<file path="src/rtl/lamp_conflict_monitor.sv">
// Safety monitor between the traffic sequencer and the lamp drivers: passes legal
// lamp commands through, filters short glitches, and falls back to flashing yellow.
module lamp_conflict_monitor #(
  parameter int PRESCALE    = 4,
  parameter int FLASH_TICKS = 2,
  parameter int FILTER      = 3
) (
  input  logic       clk,
  input  logic       rst,
  input  logic [2:0] road1_in,
  input  logic [2:0] road2_in,
  input  logic       fault_clr,
  output logic [2:0] lamp1_out,
  output logic [2:0] lamp2_out,
  output logic       fault,
  output logic [1:0] fault_code,
  output logic       hold_ctrl,
  output logic [3:0] fault_cnt
);

  localparam int PW = (PRESCALE > 1) ? $clog2(PRESCALE) : 1;
  localparam int TW = (FLASH_TICKS > 1) ? $clog2(FLASH_TICKS) : 1;
  localparam int FW = $clog2(FILTER + 1);

  localparam logic [2:0] LAMP_RED = 3'b001;
  localparam logic [2:0] LAMP_YEL = 3'b010;
  localparam logic [2:0] LAMP_OFF = 3'b000;

  typedef enum logic [1:0] {PASS, SUSPECT, FLASH} state_t;

  state_t          r_state;
  logic [FW-1:0]   r_filt;
  logic [PW-1:0]   r_presc;
  logic [TW-1:0]   r_tcnt;
  logic            r_phase;
  logic [2:0]      r_lamp1;
  logic [2:0]      r_lamp2;
  logic            r_fault;
  logic [1:0]      r_code;
  logic            r_hold;
  logic [3:0]      r_cnt;

  logic       w_legal1;
  logic       w_legal2;
  logic       w_conflict;
  logic [1:0] w_code;
  logic       w_err;
  logic       w_enter;
  logic       w_tick;
  logic       w_clear;

  assign w_legal1   = $onehot(road1_in);
  assign w_legal2   = $onehot(road2_in);
  assign w_conflict = w_legal1 && w_legal2 && (road1_in != LAMP_RED) && (road2_in != LAMP_RED);

  always_comb begin
    w_code = 2'b00;
    if (w_conflict)     w_code = 2'b11;
    else if (!w_legal1) w_code = 2'b01;
    else if (!w_legal2) w_code = 2'b10;
  end

  assign w_err   = (w_code != 2'b00);
  // FILTER-th consecutive erroneous sample; a filter of 1 trips straight from PASS
  assign w_enter = w_err && (((r_state == PASS) && (FILTER <= 1)) ||
                             ((r_state == SUSPECT) && (r_filt >= FW'(FILTER - 1))));
  assign w_tick  = (r_presc == PW'(PRESCALE - 1));
  assign w_clear = fault_clr && (road1_in == LAMP_RED) && (road2_in == LAMP_RED);

  always_ff @(posedge clk or posedge rst) begin
    if (rst) begin
      r_state <= PASS;
      r_filt  <= '0;
      r_presc <= '0;
      r_tcnt  <= '0;
      r_phase <= 1'b0;
      r_lamp1 <= LAMP_RED;
      r_lamp2 <= LAMP_RED;
      r_fault <= 1'b0;
      r_code  <= 2'b00;
      r_hold  <= 1'b0;
      r_cnt   <= 4'd0;
    end else if (w_enter) begin
      r_state <= FLASH;
      r_filt  <= '0;
      r_presc <= '0;
      r_tcnt  <= '0;
      r_phase <= 1'b0;
      r_lamp1 <= LAMP_YEL;
      r_lamp2 <= LAMP_YEL;
      r_fault <= 1'b1;
      r_code  <= w_code;
      r_hold  <= 1'b1;
      if (r_cnt != 4'hF) r_cnt <= r_cnt + 4'd1;
    end else begin
      case (r_state)
        PASS: begin
          if (w_err) begin
            r_state <= SUSPECT;
            r_filt  <= FW'(1);
          end else begin
            r_lamp1 <= road1_in;
            r_lamp2 <= road2_in;
          end
        end
        SUSPECT: begin
          if (w_err) begin
            r_filt <= r_filt + FW'(1);
          end else begin
            r_state <= PASS;
            r_filt  <= '0;
            r_lamp1 <= road1_in;
            r_lamp2 <= road2_in;
          end
        end
        FLASH: begin
          if (w_clear) begin
            r_state <= PASS;
            r_filt  <= '0;
            r_presc <= '0;
            r_tcnt  <= '0;
            r_phase <= 1'b0;
            r_lamp1 <= LAMP_RED;
            r_lamp2 <= LAMP_RED;
            r_fault <= 1'b0;
            r_code  <= 2'b00;
            r_hold  <= 1'b0;
          end else if (w_tick) begin
            r_presc <= '0;
            if (r_tcnt == TW'(FLASH_TICKS - 1)) begin
              // r_phase=1 means the dark half-period is running
              r_tcnt  <= '0;
              r_phase <= ~r_phase;
              r_lamp1 <= r_phase ? LAMP_YEL : LAMP_OFF;
              r_lamp2 <= r_phase ? LAMP_YEL : LAMP_OFF;
            end else begin
              r_tcnt <= r_tcnt + TW'(1);
            end
          end else begin
            r_presc <= r_presc + PW'(1);
          end
        end
        default: r_state <= PASS;
      endcase
    end
  end

  assign lamp1_out  = r_lamp1;
  assign lamp2_out  = r_lamp2;
  assign fault      = r_fault;
  assign fault_code = r_code;
  assign hold_ctrl  = r_hold;
  assign fault_cnt  = r_cnt;

endmodule
</file>
<file path="config.mk">
export PLATFORM = sky130hd
export DESIGN_NAME = lamp_conflict_monitor
export DESIGN_NICKNAME = d
export VERILOG_FILES = /design/src/rtl/lamp_conflict_monitor.sv
export SDC_FILE = /design/constraint.sdc
export NUM_CORES = 1
export LEC_CHECK = 0
export BUFFER_PORTS_ARGS = -buffer_cell sky130_fd_sc_hd__buf_2
export CAP_MARGIN = 20
export CORE_ASPECT_RATIO = 0.6
export CORE_UTILIZATION = 55
export DETAILED_ROUTE_END_ITERATION = 10
export PLACE_DENSITY = 0.88
export SYNTH_ARGS = -nofsm -noshare
export SYNTH_HDL_FRONTEND = slang
export SYNTH_SLANG_ARGS = --single-unit
</file>
<file path="constraint.sdc">
create_clock -name clk -period 5.3 [get_ports clk]
set_input_delay 0 -clock clk [delete_from_list [all_inputs] [get_ports clk]]
set_output_delay 0 -clock clk [all_outputs]
set_load 0.05 [all_outputs]
</file>
==> impl_results.md, run 1 <==
- Outcome: completed
- Post-CTS Setup Bufs: 0
- Cell Area, Placed: between 0.001 and 0.0015 mm2
- Area share of the largest cell type after synthesis: 37.3%
- Sink count of the clock tree: 21
- RSZ-0062 raised after global routing: no
- Detailed Route WL: 2.78 mm
- Minimum period implied by the final worst setup slack: between 2 and 2.5 ns
- Deepest level of the CTS H-tree: 1
- Area Overhead vs Synth: 15.3%
- Worst Hold Class: input pin to register
- Cell Rows: 13
- Total Die Area: 0.00252 mm2
- Pwr per Cell Area: 630 mW/mm2
- Synth Cell Area: 0.00127 mm2
- Drc violations: 0
- Clock root buffer: clkbuf_8
- Iter 0 DRT Violations: 64
- Fraction of final layout cells sized beyond drive strength 1: 24.2%
- Combined global-route utilization of all metal layers: 24.4%
- Depth of the worst register-to-register path: 7
- Number of antenna violations at the first check in global routing: 0
- Worst Max-Slew Pin Slew: 0.794 ns
- Skew final: 0.00425 ns
- Hold-fix buffers, CTS: 1
- Routed length per instance: roughly 15 um
- F_max: 0.417 GHz
- Kind of end point of the critical path: register
- Share of synthesized registers carrying an async set or reset: 100%
- IR Drop Worst-Case VDD: around 0.00030 V
- Max-cap violations: 0
- Post-synthesis instance total: 131
- Final slew viol count: 0
- Number of enable-type register cells in the synthesized netlist: 0
- Critical Path Fanout Max: 9
- Overall power after layout: 0.000926 W
- Filler cells: ~170
- Sum of negative setup slack: 0 ns
- Maximum number of pins on one net before global-route repair: 22
- Synth Flop Type: dfrtp_1
- Worst Path Required: 5.45 ns
- N_diodes: 0
- Pleak: 0.687 nW
- Die height: 39.3 um
- Critical Setup Path Class: register to register
- Placeable Area: about 0.0022 mm2
- Initial core utilization: 58.5%
- Post-synthesis sequential area ratio: 41.4%
- Number of CTS-inserted buffers: 3
- Cell variety after synth: 41
- HPWL reported at the end of detailed placement: 2.14 mm
- Avg Synthesized Cell Area: around 9.7 um2
- Avg Vias per Cell: 5.95
- Top area cells in the synthesized netlist: dfrtp_1 (37%), ha_1 (6.9%), a21oi_1 (5.1%), nand2_1 (4.4%), dfstp_2 (4.1%)
- Worst hold stages: 3
- Number of buffers inserted by port buffering: 22
- Number of nets with antenna violations after routing: 0
- Tcrit/Tclk final: 45.2%
- Count of final hold-check violations: 0
- Commonest non-fill, non-tap cell in the layout: buf_2
- Post-route design area: 0.00147 mm2
- Via count of the first global-routing pass: between 900 and 1000
- Clock latency on the worst-skew pair: roughly 0.26 ns
- Number of nets at the end of the flow: 176
- Yosys reg bits: 21
- Placer Congestion: just under 0.9
- Leading cell types in the layout, fill and taps excluded: buf_2 (22), dfrtp_1 (19), nand2_1 (15)
- Synth warn: 0
- Number of vias in the routed layout: 1113
- Slew headroom: 47.0%
- Synthesized Nets: around 150
- Setup Viol. Count Final: 0
- First-pass detailed-route iteration total: 5
- Worst endpoint data arrival time: 2.55 ns
- Number of resized instances in the post-cts repair step: 0
- GR Overflow Total: 0
- Global-route wire length before repair: 4.49 mm
- Clock tree from TritonCTS: yes
- Clock input transition at the sequential cells of the worst setup and hold paths: 0.08 ns
- Startpoint kind of the worst setup timing path: register
- Maximum root-to-sink buffer count: 2
- Area leader, netlist: dfrtp_1
- Horizontal extent of the die: between 60 and 70 um
- IO Pins: 23
## where the power goes
| group | internal [W] | switching [W] | leakage [nW] |
|---|---|---|---|
| Combinational | 0.000179 | 0.000360 | 0.414 |
| Clock | 0.0000535 | 0.0000515 | 0.0228 |
| Sequential | 0.000233 | 0.0000494 | 0.251 |
| Total | 0.000466 | 0.000461 | 0.687 |
## critical path, stage by stage, from the launching register on
cell	delay [ns]
dfrtp_1	0.43
inv_1	0.10
ha_1	0.26
clkinv_1	0.25
a31oi_1	0.61
a41o_1	0.26
a21oi_2	0.08
mux2_4	0.29
## final timing paths
path                              from           end  slack (ns)
max reg2reg                 r_state[0]     r_filt[0]        2.90
max in group asynchronous          rst     r_filt[1]        4.38
max                         r_state[0]     r_filt[0]        2.90
min                        road1_in[2]  lamp1_out[2]        0.02
min reg2reg                  hold_ctrl     hold_ctrl        0.50
min in group asynchronous          rst  lamp1_out[1]        0.42
## per-stage QoR
step           util (%)  worst slack [ns]  instances  hold WS (ns)
6_report           67.5              2.90        187        0.0221
5_1_grt            67.5              2.78        187        0.0330
4_1_cts            67.5              2.99        187        0.0219
3_5_place_dp       64.9              3.01        182         0.182
3_3_place_gp       64.9              3.15        182         0.164
2_1_floorplan         -              3.35        131       -0.0250
## cell type report
class | count | area [um2] | area share (%)
timing repair buffer | 23 | 120 | 8.17
clock buffer | 4 | 45.0 | 3.06
tap | 30 | 37.5 | 2.55
sequential | 21 | 528 | 35.9
inverter | 13 | 48.8 | 3.32
multi-input combinational | 96 | 691 | 47.0
## cells in the mapped netlist (2+ instances only)
cell type  instances
dfrtp_1           19
nand2_1           15
nor2b_1            3
a31oi_1            4
o32ai_1            2
ha_1               7
o21ai_0            5
o22ai_1            3
nand2b_1           5
mux2_2             2
a31o_2             3
a21oi_1           13
nor2_1             5
nand3b_1           2
nand3_1            2
inv_1             12
fa_1               2
nor3b_1            2
dfstp_2            2
a221oi_1           2
## cell families (layout without fill, tap and decap cells)
logic type,Yosys count,in the layout,share of synthesized area [%]
AND/OR/NAND/NOR,42,42,17.6
AO/OA/AOI/OAI,40,40,22.1
flip-flops,21,21,41.4
buffers and inverters,14,40,4.42
adder cells (fa/ha/maj),9,9,10.0
multiplexers,4,4,3.83
XOR/XNOR,1,1,0.687
## flip-flops by register name, summed over array words and instances (netlist names)
name,cells
r_filt,2
r_phase,1
fault_cnt,4
r_tcnt,1
lamp1_out,3
fault_code,2
hold_ctrl,1
lamp2_out,3
r_presc,2
r_state,2
## metal layers
layer,up-vias,part of all wire (%),GRT usage (%)
met3,9,5.5,4.07
met1,534,49,34.2
met4,0,1.5,9.44
met2,48,44,38.3
met5,-,0,0
li1,522,-,-
Note: power is estimated with default switching activity, not from simulation.
==> run 2, diff against run 1 <==
Settings changed: ABC_AREA set to 1, CORE_UTILIZATION 55 to 50, PLACE_DENSITY 0.88 to 0.84.
Clock period 5.3 ns to 2 ns, I/O delays scaled along.
==> impl_results.md, run 2 <==
- Outcome: completed (unchanged)
- Number of buffers inserted by port buffering: 22 (unchanged)
- Detailed Route WL: 2.81 mm (was 2.78 mm)
- Area leader, netlist: dfrtp_1 (unchanged)
- Combinational group share of total power: 59.1% (was 58.2%)
- Filler cells: 212 (was 174)
- Slew headroom: 45.6% (was 47.0%)
- GR Overflow Total: 0 (unchanged)
- HPWL reported at the end of detailed placement: 2.21 mm (was 2.14 mm)
- Tcrit/Tclk final: 84.4% (was 45.2%)
- Pwr per Cell Area: 1630 mW/mm2 (was 630 mW/mm2)
- Number of resized instances in the post-cts repair step: 0 (unchanged)
- N_diodes: 0 (unchanged)
- Top area cells in the synthesized netlist: dfrtp_1 (34%), nand2_1 (13%), nand3_1 (6.4%), ha_1 (6.3%), inv_1 (5.1%) (was dfrtp_1 (37%), ha_1 (6.9%), a21oi_1 (5.1%), nand2_1 (4.4%), dfstp_2 (4.1%))
- Clock input transition at the sequential cells of the worst setup and hold paths: 0.08 ns (about the same)
- Number of antenna violations at the first check in global routing: 0 (unchanged)
- Skew final: 0.00547 ns (was 0.00425 ns)
- Number of nets with antenna violations after routing: 0 (unchanged)
- Maximum number of pins on one net before global-route repair: 22 (unchanged)
- Count of final hold-check violations: 0 (unchanged)
- Sw Pwr: 0.00137 W (was 0.000461 W)
- Sink count of the clock tree: 21 (unchanged)
- Synth Flop Type: dfrtp_1 (unchanged)
- F_max: 0.592 GHz (was 0.417 GHz)
- Worst Max-Slew Pin Slew: 0.815 ns (was 0.794 ns)
- Final core occ: 61.2% (was 67.5%)
- Post-synthesis sequential area ratio: 37.8% (was 41.4%)
- Synth warn: 0 (unchanged)
- Cell variety after synth: 29 (was 41)
- Initial core utilization: 54.3% (was 58.5%)
- Total Die Area: 0.00302 mm2 (was 0.00252 mm2)
- Critical Path Fanout Max: 9 (unchanged)
- Register Area: 528 um2 (unchanged)
- Avg Vias per Cell: 5.06 (was 5.95)
- Multi-input combinational cell area: 756 um2 (was 691 um2)
- Clock root buffer: clkbuf_8 (unchanged)
- Final slew viol count: 0 (unchanged)
- Cell internal pwr: 0.00120 W (was 0.000466 W)
- Deepest level of the CTS H-tree: 1 (unchanged)
- Setup Viol. Count Final: 0 (unchanged)
- Worst Hold Class: input pin to register (unchanged)
- IO Pins: 23 (unchanged)
- Iter 0 DRT Violations: 61 (was 64)
- Number of enable-type register cells in the synthesized netlist: 0 (unchanged)
- Hold-fix buffers, CTS: 1 (unchanged)
- Most common cell in the synthesized netlist: nand2_1 (was dfrtp_1)
- Area Overhead vs Synth: 12.8% (was 15.3%)
- Number of nets at the end of the flow: 212 (was 176)
- Most common library cells after synthesis: nand2_1 (50), dfrtp_1 (19), inv_1 (19) (was dfrtp_1 (19), nand2_1 (15), a21oi_1 (13))
- Startpoint kind of the worst setup timing path: register (unchanged)
- Cell Rows: 14 (was 13)
- Post-CTS Setup Bufs: 0 (unchanged)
- Combined global-route utilization of all metal layers: 21.1% (was 24.4%)
- Area share of the largest cell type after synthesis: 34.0% (was 37.3%)
- Global-route wire length before repair: 4.90 mm (was 4.49 mm)
- Largest register FFs: 4 (unchanged)
- First-pass detailed-route iteration total: 4 (was 5)
- Commonest non-fill, non-tap cell in the layout: nand2_1 (was buf_2)
- RSZ-0062 raised after global routing: no (unchanged)
- Leading cell types in the layout, fill and taps excluded: nand2_1 (50), buf_2 (22), inv_1 (19), dfrtp_1 (19), nand3_1 (18) (was buf_2 (22), dfrtp_1 (19), nand2_1 (15))
- Share of synthesized registers carrying an async set or reset: 100% (unchanged)
- Synthesized Nets: 186 (was 149)
- Max-cap violations: 0 (unchanged)
- Yosys reg bits: 21 (unchanged)
- Maximum root-to-sink buffer count: 2 (unchanged)
- IR Drop Worst-Case VDD: 0.000835 V (was 0.000304 V)
- Placer Congestion: 0.829 (was 0.893)
- Share of power burned in the clock network: 11.1% (was 11.3%)
- Fraction of power spent switching nets: 53.3% (was 49.7%)
- Avg Synthesized Cell Area: 8.32 um2 (was 9.73 um2)
- Worst endpoint data arrival time: 1.82 ns (was 2.55 ns)
- Number of CTS-inserted buffers: 3 (unchanged)
- Synth Cell Area: 0.00140 mm2 (was 0.00127 mm2)
- Relative contribution of sequential cells to total power: 29.8% (was 30.5%)
- Die height: 43.0 um (was 39.3 um)
- Clock latency on the worst-skew pair: 0.26 ns (about the same)
- Critical Setup Path Class: register to register (unchanged)
- Via count of the first global-routing pass: 1059 (was 954)
- Post-synthesis instance total: 168 (was 131)
- Worst Path Required: 2.13 ns (was 5.45 ns)
- Kind of end point of the critical path: register (unchanged)
- Hold WS: 0.116 ns (was 0.0221 ns)
- Clock tree from TritonCTS: yes (unchanged)
- Pleak: 0.829 nW (was 0.687 nW)
- Sum of negative setup slack: 0 ns (unchanged)
- Fraction of final layout cells sized beyond drive strength 1: 29.0% (was 24.2%)
- Routed length per instance: 12.5 um (was 14.9 um)
- Number of vias in the routed layout: 1138 (was 1113)
- Horizontal extent of the die: 70.3 um (was 64.2 um)
- Placeable Area: 0.00257 mm2 (was 0.00218 mm2)
- Drc violations: 0 (unchanged)
- Minimum period implied by the final worst setup slack: 1.69 ns (was 2.40 ns)
- Reg-to-reg setup timing slack: 0.31 ns (was 2.90 ns)
## run 2: changes by cell type after synthesis, moves of 4 or more
cell / previous run / this run
nand2_4: 0 / 5
nand2_1: 15 / 50
inv_2: 0 / 4
nand3_1: 2 / 18
inv_1: 12 / 19
nand2_2: 0 / 4
nand2b_1: 5 / 0
a21oi_1: 13 / 4
a31oi_1: 4 / 0
nor2_2: 1 / 5
## run 2: power groups by stage
stage	sequential, W	clock [W]	combinational (W)
after CTS	0.000765	0.000290	0.00153
after detailed placement	0.000771	0	0.00152
after floorplan	0.00116	0	0.000829
after global routing	0.000789	0.000306	0.00169
after global placement	0.000764	0	0.00148
final	0.000765	0.000284	0.00152
## run 2: path summary, 6_finish.rpt
| check | startpoint | to | cells past startpoint |
|---|---|---|---|
| worst max-delay path | r_state[1] | fault_cnt[1] | 7 |
| worst min-delay path | road2_in[0] | lamp2_out[0] | 5 |
| worst max register to register | r_state[1] | fault_cnt[1] | 7 |
| worst min register to register | lamp1_out[0] | lamp1_out[0] | 2 |
| max in group asynchronous | rst | r_filt[0] | 3 |
| min in group asynchronous | rst | fault_code[1] | 3 |
## run 2: critical path, cell delays in order, from the launching register on
cell and delay (ns):
dfrtp_1 0.42, inv_1 0.09, ha_1 0.25, o21ai_2 0.13, nor2_4 0.32, o21ai_2 0.18
nand2_1 0.09, o21ai_0 0.09
## run 2: cell families (layout without fill, tap and decap cells)
kind of cell	Yosys count	in the layout	synth area share, %
AND/OR/NAND/NOR	96	96	35.5
flip-flops	21	21	37.8
buffers and inverters	25	50	8.15
AO/OA/AOI/OAI	15	15	8.15
XOR/XNOR	2	2	1.25
adder cells (fa/ha/maj)	9	9	9.13
## run 2: cell type report
type	count	area share, %
Clock buffer	3	2.62
Clock inverter	1	0.317
Inverter	23	5.48
Multi-Input combinational cell	122	47.9
Sequential cell	21	33.5
Tap cell	32	2.54
Timing Repair Buffer	23	7.62
## run 2: stage by stage
stage                     instance area [um2]  worst slack (ns)  total power (W)  cells
final                                    1580             0.311          0.00257    225
after global routing                     1580             0.180          0.00278    225
after CTS                                1580             0.305          0.00258    225
after detailed placement                 1520             0.197          0.00229    220
after global placement                   1520             0.256          0.00225    220
after floorplan                          1400             0.509          0.00199    168
## run 2: per-layer routing
layer / part of all wire [%] / GRT usage (%) / vias to the layer above
met3: 7.1 / 6.41 / 2
met5: 0 / 0 / -
met1: 51 / 32.0 / 516
li1: - / - / 580
met4: 0.29 / 4.40 / 0
met2: 42 / 29.5 / 40
